**src/rtl/mem_port_arbiter.sv**
```systemverilog
// Shares one unified RAM port between IF fetch and MEM load/store; data wins, fetch waits.
// Latency: 2 cycles request-to-If_Valid/Mem_Done with a zero-wait RAM, +1 per RAM wait cycle.
// Backpressure: requesters hold via Pc_Stall/IF_ID_Stall/Mem_Stall; RAM backpressures with Ram_Ack.
// Optional ARB_STARVE_GUARD_EN: a pending fetch wins after STARVE_LIMIT consecutive data grants.
module mem_port_arbiter #(
  parameter int ADDR_W       = 32,
  parameter int DATA_W       = 32,
  parameter int STARVE_LIMIT = 4
) (
  input  logic              Clk,
  input  logic              Reset,
  input  logic              If_Req,
  input  logic [ADDR_W-1:0] If_Addr,
  input  logic              If_Flush,
  output logic [DATA_W-1:0] If_Data,
  output logic              If_Valid,
  input  logic              Mem_Read,
  input  logic              Mem_Write,
  input  logic [ADDR_W-1:0] Mem_Addr,
  input  logic [DATA_W-1:0] Mem_Wdata,
  output logic [DATA_W-1:0] Mem_Rdata,
  output logic              Mem_Done,
  output logic              Ram_Req,
  output logic              Ram_We,
  output logic [ADDR_W-1:0] Ram_Addr,
  output logic [DATA_W-1:0] Ram_Wdata,
  input  logic [DATA_W-1:0] Ram_Rdata,
  input  logic              Ram_Ack,
  output logic              Pc_Stall,
  output logic              IF_ID_Stall,
  output logic              Mem_Stall
);

  typedef enum logic [1:0] {IDLE, FETCH, DATA} state_t;

  state_t              state_q, state_d;
  logic                ram_req_q, ram_req_d;
  logic                ram_we_q, ram_we_d;
  logic [ADDR_W-1:0]   ram_addr_q, ram_addr_d;
  logic [DATA_W-1:0]   ram_wdata_q, ram_wdata_d;
  logic [DATA_W-1:0]   if_data_q, if_data_d;
  logic                if_valid_q, if_valid_d;
  logic [DATA_W-1:0]   mem_rdata_q, mem_rdata_d;
  logic                mem_done_q, mem_done_d;
  logic                flush_q, flush_d;
  logic                data_req;
  logic                starve_hit;

`ifdef ARB_STARVE_GUARD_EN
  localparam int CNT_W = $clog2(STARVE_LIMIT + 1);
  logic [CNT_W-1:0]    starve_cnt_q, starve_cnt_d;
`endif

  assign data_req = Mem_Read | Mem_Write;

  // Arbitration, transaction sequencing and completion pulses.
  always_comb begin
    state_d     = state_q;
    ram_req_d   = ram_req_q;
    ram_we_d    = ram_we_q;
    ram_addr_d  = ram_addr_q;
    ram_wdata_d = ram_wdata_q;
    if_data_d   = if_data_q;
    if_valid_d  = 1'b0;
    mem_rdata_d = mem_rdata_q;
    mem_done_d  = 1'b0;
    flush_d     = flush_q;
`ifdef ARB_STARVE_GUARD_EN
    starve_cnt_d = starve_cnt_q;
    starve_hit   = If_Req && (starve_cnt_q == CNT_W'(STARVE_LIMIT));
`else
    starve_hit   = 1'b0;
`endif
    case (state_q)
      IDLE: begin
        if (data_req && !starve_hit) begin
          state_d     = DATA;
          ram_req_d   = 1'b1;
          ram_we_d    = Mem_Write;
          ram_addr_d  = Mem_Addr;
          ram_wdata_d = Mem_Wdata;
`ifdef ARB_STARVE_GUARD_EN
          if (If_Req) starve_cnt_d = starve_cnt_q + CNT_W'(1);
`endif
        end else if (If_Req) begin
          state_d    = FETCH;
          ram_req_d  = 1'b1;
          ram_we_d   = 1'b0;
          ram_addr_d = If_Addr;
          flush_d    = 1'b0;
`ifdef ARB_STARVE_GUARD_EN
          starve_cnt_d = '0;
`endif
        end
      end
      FETCH: begin
        // A flush anywhere in the transaction, ack cycle included, suppresses If_Valid.
        if (If_Flush) flush_d = 1'b1;
        if (Ram_Ack) begin
          if_data_d  = Ram_Rdata;
          if_valid_d = ~(flush_q | If_Flush);
          state_d    = IDLE;
          ram_req_d  = 1'b0;
          ram_we_d   = 1'b0;
        end
      end
      DATA: begin
        if (Ram_Ack) begin
          mem_done_d = 1'b1;
          if (!ram_we_q) mem_rdata_d = Ram_Rdata;
          state_d    = IDLE;
          ram_req_d  = 1'b0;
          ram_we_d   = 1'b0;
        end
      end
      default: state_d = IDLE;
    endcase
  end

  // State and registered outputs; reset abandons any in-flight access at once.
  always_ff @(posedge Clk or posedge Reset) begin
    if (Reset) begin
      state_q     <= IDLE;
      ram_req_q   <= 1'b0;
      ram_we_q    <= 1'b0;
      ram_addr_q  <= '0;
      ram_wdata_q <= '0;
      if_data_q   <= '0;
      if_valid_q  <= 1'b0;
      mem_rdata_q <= '0;
      mem_done_q  <= 1'b0;
      flush_q     <= 1'b0;
    end else begin
      state_q     <= state_d;
      ram_req_q   <= ram_req_d;
      ram_we_q    <= ram_we_d;
      ram_addr_q  <= ram_addr_d;
      ram_wdata_q <= ram_wdata_d;
      if_data_q   <= if_data_d;
      if_valid_q  <= if_valid_d;
      mem_rdata_q <= mem_rdata_d;
      mem_done_q  <= mem_done_d;
      flush_q     <= flush_d;
    end
  end

`ifdef ARB_STARVE_GUARD_EN
  // Consecutive data grants taken while a fetch was waiting.
  always_ff @(posedge Clk or posedge Reset) begin
    if (Reset) starve_cnt_q <= '0;
    else       starve_cnt_q <= starve_cnt_d;
  end
`endif

  assign Ram_Req   = ram_req_q;
  assign Ram_We    = ram_we_q;
  assign Ram_Addr  = ram_addr_q;
  assign Ram_Wdata = ram_wdata_q;
  assign If_Data   = if_data_q;
  assign If_Valid  = if_valid_q;
  assign Mem_Rdata = mem_rdata_q;
  assign Mem_Done  = mem_done_q;

  // Stalls release in the same cycle the completion pulse is visible.
  assign Mem_Stall   = ~Reset & data_req & ~mem_done_q;
  assign Pc_Stall    = ~Reset & ((If_Req & ~if_valid_q) | (data_req & ~mem_done_q));
  assign IF_ID_Stall = Pc_Stall;

endmodule

```
**config.mk**
```make
export PLATFORM = sky130hd
export DESIGN_NAME = mem_port_arbiter
export DESIGN_NICKNAME = d
export VERILOG_FILES = /design/src/rtl/mem_port_arbiter.sv
export SDC_FILE = /design/constraint.sdc
export NUM_CORES = 1
export LEC_CHECK = 0
export ABC_AREA = 1
export CAP_MARGIN = 20
export CELL_PAD_IN_SITES_DETAIL_PLACEMENT = 2
export CELL_PAD_IN_SITES_GLOBAL_PLACEMENT = 2
export CORE_AREA = 5 5 148 178
export DETAILED_ROUTE_END_ITERATION = 10
export DIE_AREA = 0 0 153 183
export GPL_TIMING_DRIVEN = 0
export PLACE_DENSITY_LB_ADDON = 0.1
export SETUP_SLACK_MARGIN = 0.2
export SLEW_MARGIN = 40
export SYNTH_ARGS = -nofsm -noshare
export SYNTH_HDL_FRONTEND = slang
export SYNTH_SLANG_ARGS = --single-unit
```
**constraint.sdc**
```tcl
create_clock -name Clk -period 11.45 [get_ports Clk]
set_clock_uncertainty 0.2 [all_clocks]
set_input_delay 3.435 -clock Clk [delete_from_list [all_inputs] [get_ports Clk]]
set_output_delay 3.435 -clock Clk [all_outputs]
set_load 0.05 [all_outputs]
```
==> flow_summary_export.csv, run 1 <==
group,metric,value,unit
setup_path,startpoint,"Mem_Write",
synthesis,ys_top_cells_by_count,"nand2_1, dfrtp_1, inv_1",
min_path,hold_class,"flop to flop",
global_routing,antenna_found_initial,1,
placed_design,portBuffers,269,
sta,setup-violations-final,0,
sta,period_minus_slack,9240,ps
finish,drive_gt1_frac,0.0674,
global_routing,use_met3,0.0472,
synthesis,synth_ff_type,"dfrtp_1",
sta,timing.fmax,108,MHz
clock_tree,clkTransAtPathRegs,60,ps
floorplanning,initial_utilization,0.235,
route,drt-vias-per-instance,4.24,
clock_tree,hold_buffers,0,
setup_path,timing.rr.start,"state_q[1]",
setup_path,criticalPathCategory,"primary input to primary output",
setup_path,reg2reg_setup_slack,9500,ps
finish,multi_input_area,1840,µm²
finish,fillerInstances,2749,
clock_tree,clockBufferDepth,2,
sta,period_share,0.807,
setup_path,required,7820,ps
global_routing,first_global_vias,6225,
sta,whs,246,ps
placed_design,dp.cells,1272,
sta,fin_ws,2210,ps
setup_path,end_kind,"primary output",
finish,fin_cells,1305,
sta,slew_violations,0,
placed_design,hpwl,17100,µm
clock_tree,cts_made_buffers,17,
route,vias,5539,
global_routing,grt.busiest_layer,"met2",
sta,rsz0062_at_grt,"no",
setup_path,worstSetupStartpointType,"primary input",
synthesis,synth_cell_types,19,
global_routing,grt.total_usage,0.158,
finish,regArea,3380,µm²
pwr,p_leak,4.56,nW
flow_run,cap_violations,0,
min_path,min_to,"If_Valid",
synthesis,synth-seq-cells,135,
finish,nNetsFinal,1106,
global_routing,grt_max_degree,60,
floorplanning,io_pins,270,
floorplanning,row_count,63,
synthesis,synth_cells,676,
setup_path,crit_fanout,10,
finish,syn_to_final_growth,65.9,%
setup_path,rr_worst_depth,5,
synthesis,synth_top_area_frac,0.590,
pwr,vdd_drop_max,0.000114,V
route,drtIter0Drc,99,
clock_tree,cts_resized,0,
min_path,hold_start,"flush_q",
route,wl_per_cell,17.0,µm
clock_tree,cts.sinks,135,
synthesis,synthTopCellsByArea,"dfrtp_1, nand2_1, o21ai_0",
synthesis,synth_warnings,0,
pwr,finalPower,3.23,mW
global_routing,grt_first_pass_wirelength,35000,µm
floorplanning,core_area,24400,µm²
synthesis,syn_avg_cell_area,8.48,µm²
floorplanning,fp.dieW,153,µm
floorplanning,die_area,28000,µm²
clock_tree,cts_setup_buffers,0,
pwr,pwr_density_cell,339,nW/µm²
setup_path,cp.arrival,5610,ps
floorplanning,die_h,183,µm
synthesis,synth-async-reset-ratio,1.00,
sta,finalHoldViolCount,0,
synthesis,netlist.top_cell.by_area,"dfrtp_1",
global_routing,met1_usage,0.182,
sta,maxSlewHeadroom,0.615,
synthesis,synth.net_count,816,
route,drtPass1Iterations,4,
global_routing,met2_usage,0.287,
synthesis,yosysMostFrequentCell,"nand2_1",
placed_design,place_ws,2190,ps
clock_tree,htreeDepth,4,
min_path,holdPathStages,1,
sta,finalSetupTns,0,ps
sta,worst_slew_pin_slew,576,ps
route,drc,0,
synthesis,synth_edf_count,0,
global_routing,gr-total-overflow,0,
clock_tree,root_buffer,"clkbuf_16",
placed_design,gp_congestion,0.700,
synthesis,syn_area,5730,µm²
route,ant_nets,0,
route,wl,22200,µm
setup_path,r2r-end,"If_Data[7]",
synthesis,seq_area_frac_synth,0.590,
clock_tree,cts_tree,"built",
outcome,run_status,"completed",
clock_tree,clock_latency,410,ps
## layer usage
| metal | vias to the layer above | part of all wire |
|---|---|---|
| met2 | 155 | 0.52 |
| li1 | 2675 | - |
| met4 | 2 | 0.0099 |
| met5 | - | 0.00050 |
| met3 | 18 | 0.061 |
| met1 | 2689 | 0.41 |
## worst max-delay path: stages
cell and delay [ps]:
clkdlybuf4s50_1 480, nor2_1 70, buf_4 190, or2_2 330
a21oi_1 180, buf_4 130, clkdlybuf4s50_1 790
## power breakdown
group          switching [mW]  internal (mW)  leakage [nW]
Combinational            1.25          0.571          2.59
Clock                   0.222          0.353         0.298
Sequential              0.124          0.708          1.68
Total                    1.59           1.63          4.56
## cells by family (layout without fill, tap and decap cells)
family / Yosys count / count (layout) / synth area share
fa+ha+maj: 5 / 5 / 0.0109
simple gates: 322 / 322 / 0.221
buf+inv: 114 / 417 / 0.0889
compound gates: 100 / 100 / 0.0893
flops: 135 / 135 / 0.590
other cells: 0 / 1 / 0
## cells in the final DEF, fill, tap and decap left out, types with 3 or more instances in the layout
master,synthesis,layout
or2_2,3,3
buf_1,3,3
inv_1,76,75
inv_6,0,3
bufinv_16,0,3
clkinv_4,0,3
ha_1,5,5
o21ai_1,34,34
nor2_1,3,3
clkdlybuf4s50_1,0,269
buf_4,8,8
clkbuf_1,6,8
buf_6,4,4
nand3_1,35,35
dfrtp_1,135,135
buf_2,17,17
o21ai_0,64,64
clkbuf_16,0,17
nand2_1,277,277
## how the worst max path moves through the flow
stage / to
after global routing: Pc_Stall
after global placement: Ram_Addr[21]
after floorplan: Pc_Stall
after CTS: Pc_Stall
final: Pc_Stall
after detailed placement: Pc_Stall
## metrics by stage
step,util,instance area (µm²)
after floorplan,-,5730
after global placement,0.361,8830
after detailed placement,0.364,8890
after CTS,0.389,9510
after global routing,0.389,9510
final,0.389,9510
## final cells by class
type | count | area share
inverters | 76 | 0.0308
clock inverters | 12 | 0.0175
flip-flops and latches | 135 | 0.355
repair buffers | 271 | 0.289
clock buffers | 20 | 0.0470
well taps | 325 | 0.0428
diodes | 1 | 0.000263
multi-input cells | 427 | 0.194
plain buffers | 38 | 0.0236
## sequential cells by signal, indices dropped and copies added (netlist names)
| signal | flops |
|---|---|
| If_Valid | 1 |
| state_q | 2 |
| If_Data | 32 |
| Ram_Wdata | 32 |
| Mem_Rdata | 32 |
| Ram_Addr | 32 |
| flush_q | 1 |
| Ram_Req | 1 |
| Mem_Done | 1 |
| Ram_We | 1 |
No activity file was read; power rests on OpenSTA's default activity.
==> run 2: changes to the inputs <==
--- a/config.mk
+++ b/config.mk
@@ -9,9 +9,9 @@
 export CAP_MARGIN = 20
 export CELL_PAD_IN_SITES_DETAIL_PLACEMENT = 2
 export CELL_PAD_IN_SITES_GLOBAL_PLACEMENT = 2
-export CORE_AREA = 5 5 148 178
+export CORE_AREA = 5 5 154 185
 export DETAILED_ROUTE_END_ITERATION = 10
-export DIE_AREA = 0 0 153 183
+export DIE_AREA = 0 0 159 190
 export GPL_TIMING_DRIVEN = 0
 export PLACE_DENSITY_LB_ADDON = 0.1
 export SETUP_SLACK_MARGIN = 0.2
==> constraint.sdc (replaced) <==
create_clock -name Clk -period 9 [get_ports Clk]
set_clock_uncertainty 0.2 [all_clocks]
set_input_delay 2.7 -clock Clk [delete_from_list [all_inputs] [get_ports Clk]]
set_output_delay 2.7 -clock Clk [all_outputs]
set_load 0.05 [all_outputs]
==> run 2 against run 1 <==
  * Utilization shrank 3.5 points
  * Via count shrank 0.36%
  * Routed wire length about the same
  * Cell area shrank 0.71%
  * Flip-flop and latch count did not move
  * First-iteration DRC count increased by 12%
  * Register-to-register slack got worse by 2500 ps
  * Non-clock buffer count unchanged
  * Clock power increased by 14%
  * Combinational power up 27%
  * Critical path depth is the same
  * Highest routed layer is now met4
  * Die area is 7.9% higher
==> flow_summary_export.csv, run 2 (synthesized netlist as in run 1, its figures left out) <==
group,metric,value,unit
outcome,run_status,"completed",
setup_path,required,6100,ps
flow_run,cap_violations,0,
placed_design,place_ws,1230,ps
sta,worst_slew_pin_slew,568,ps
floorplanning,initial_utilization,0.215,
route,wl,22200,µm
setup_path,r2r-end,"If_Data[17]",
global_routing,grt_first_pass_wirelength,35500,µm
placed_design,portBuffers,269,
finish,diodes,0,
clock_tree,cts_made_buffers,17,
sta,setup-violations-final,0,
pwr,pwr_density_cell,426,nW/µm²
sta,period_share,0.861,
sta,fin_ws,1250,ps
floorplanning,core_area,26700,µm²
sta,period_minus_slack,7750,ps
setup_path,slowest_delay,790,ps
setup_path,slowest_stage,"clkdlybuf4s50_1",
sta,slew_violations,0,
finish,layout.cells.most_common,"nand2_1",
setup_path,rr_worst_depth,6,
setup_path,reg2reg_setup_slack,7010,ps
clock_tree,cts_tree,"built",
finish,drive_gt1_frac,0.0615,
floorplanning,io_pins,270,
placed_design,hpwl,17000,µm
placed_design,gp_congestion,0.717,
route,vias,5519,
clock_tree,clkTransAtPathRegs,50,ps
sta,maxSlewHeadroom,0.620,
clock_tree,clockBufferDepth,2,
global_routing,first_global_vias,6206,
global_routing,grt.total_usage,0.149,
setup_path,criticalPathCategory,"primary input to primary output",
route,drtIter0Drc,111,
setup_path,crit_path_end,"Pc_Stall",
global_routing,antenna_found_initial,0,
pwr,vdd_drop_max,0.000135,V
setup_path,path_cells,"clkdlybuf4s50_1, nor2_1, buf_4, or2_2, a21oi_1, buf_4, clkdlybuf4s50_1",
route,drt-vias-per-instance,4.20,
setup_path,cp.arrival,4850,ps
clock_tree,cts_setup_buffers,0,
finish,fillerInstances,2997,
setup_path,crit_fanout,10,
global_routing,grt_max_degree,68,
setup_path,startpoint,"Mem_Write",
setup_path,end_kind,"primary output",
clock_tree,hold_buffers,0,
pwr,p_leak,4.53,nW
clock_tree,cts.sinks,135,
sta,finalHoldViolCount,0,
sta,finalSetupTns,0,ps
clock_tree,root_buffer,"clkbuf_16",
finish,layout_common_cells,"nand2_1, clkdlybuf4s50_1, dfrtp_1, inv_1, o21ai_0",
clock_tree,htreeDepth,4,
floorplanning,fp.dieW,159,µm
route,drtPass1Iterations,4,
floorplanning,die_h,190,µm
setup_path,timing.rr.start,"state_q[1]",
finish,syn_to_final_growth,64.7,%
clock_tree,cts_resized,0,
sta,timing.fmax,129,MHz
global_routing,gr-total-overflow,0,
clock_tree,clock_latency,420,ps
route,ant_nets,0,
floorplanning,row_count,66,
min_path,hold_class,"flop to flop",
route,wl_per_cell,16.9,µm
sta,rsz0062_at_grt,"no",
setup_path,worstSetupStartpointType,"primary input",
floorplanning,die_area,30200,µm²
route,drc,0,
finish,nNetsFinal,1106,
-- run 2: area by class of cell --
cell class	instances	area [µm²]	area share
timing repair buffer	271	2750	0.291
multi-input combinational	427	1840	0.195
sequential	135	3380	0.358
clock inverter	4	47.5	0.00504
inverter	76	293	0.0310
buffer	38	224	0.0237
clock buffer	24	482	0.0510
tap	340	425	0.0451
-- run 2: critical path: cells and delay by family --
kind	cells	cell delay (ps)
buf+inv	4	1580
simple gates	2	390
compound gates	1	180
-- run 2: stage by stage --
stage                     hold WS, ps  area [µm²]  power (mW)  std cells  utilization
after floorplan                   207        5730        2.52        676            -
after global placement            232        8850        3.39       1285        0.332
after detailed placement          240        8910        3.42       1287        0.334
after CTS                         247        9440        4.11       1315        0.354
after global routing              287        9440        4.27       1315        0.354
final                             247        9440        4.02       1315        0.354
-- run 2: worst min path at each step --
stage,from,end,cells past startpoint
floorplan,flush_q,If_Valid,1
global placement,flush_q,If_Valid,1
detailed placement,flush_q,If_Valid,1
CTS,flush_q,If_Valid,1
global route,flush_q,If_Valid,1
finish,flush_q,If_Valid,1
-- run 2: metal layers --
metal / vias up / routed length [µm] / track usage
li1: 2660 / - / -
met1: 2669 / 9320 / 0.177
met2: 173 / 11000 / 0.253
met3: 17 / 1660 / 0.0540
met4: 0 / 238 / 0.0414
met5: - / 0 / 0
-- run 2: report_power, final --
part           internal [mW]  total, mW  switching [mW]  leakage [nW]
sequential             0.901       1.06           0.154          1.68
clock                  0.395      0.657           0.262         0.258
combinational          0.726       2.31            1.58          2.59
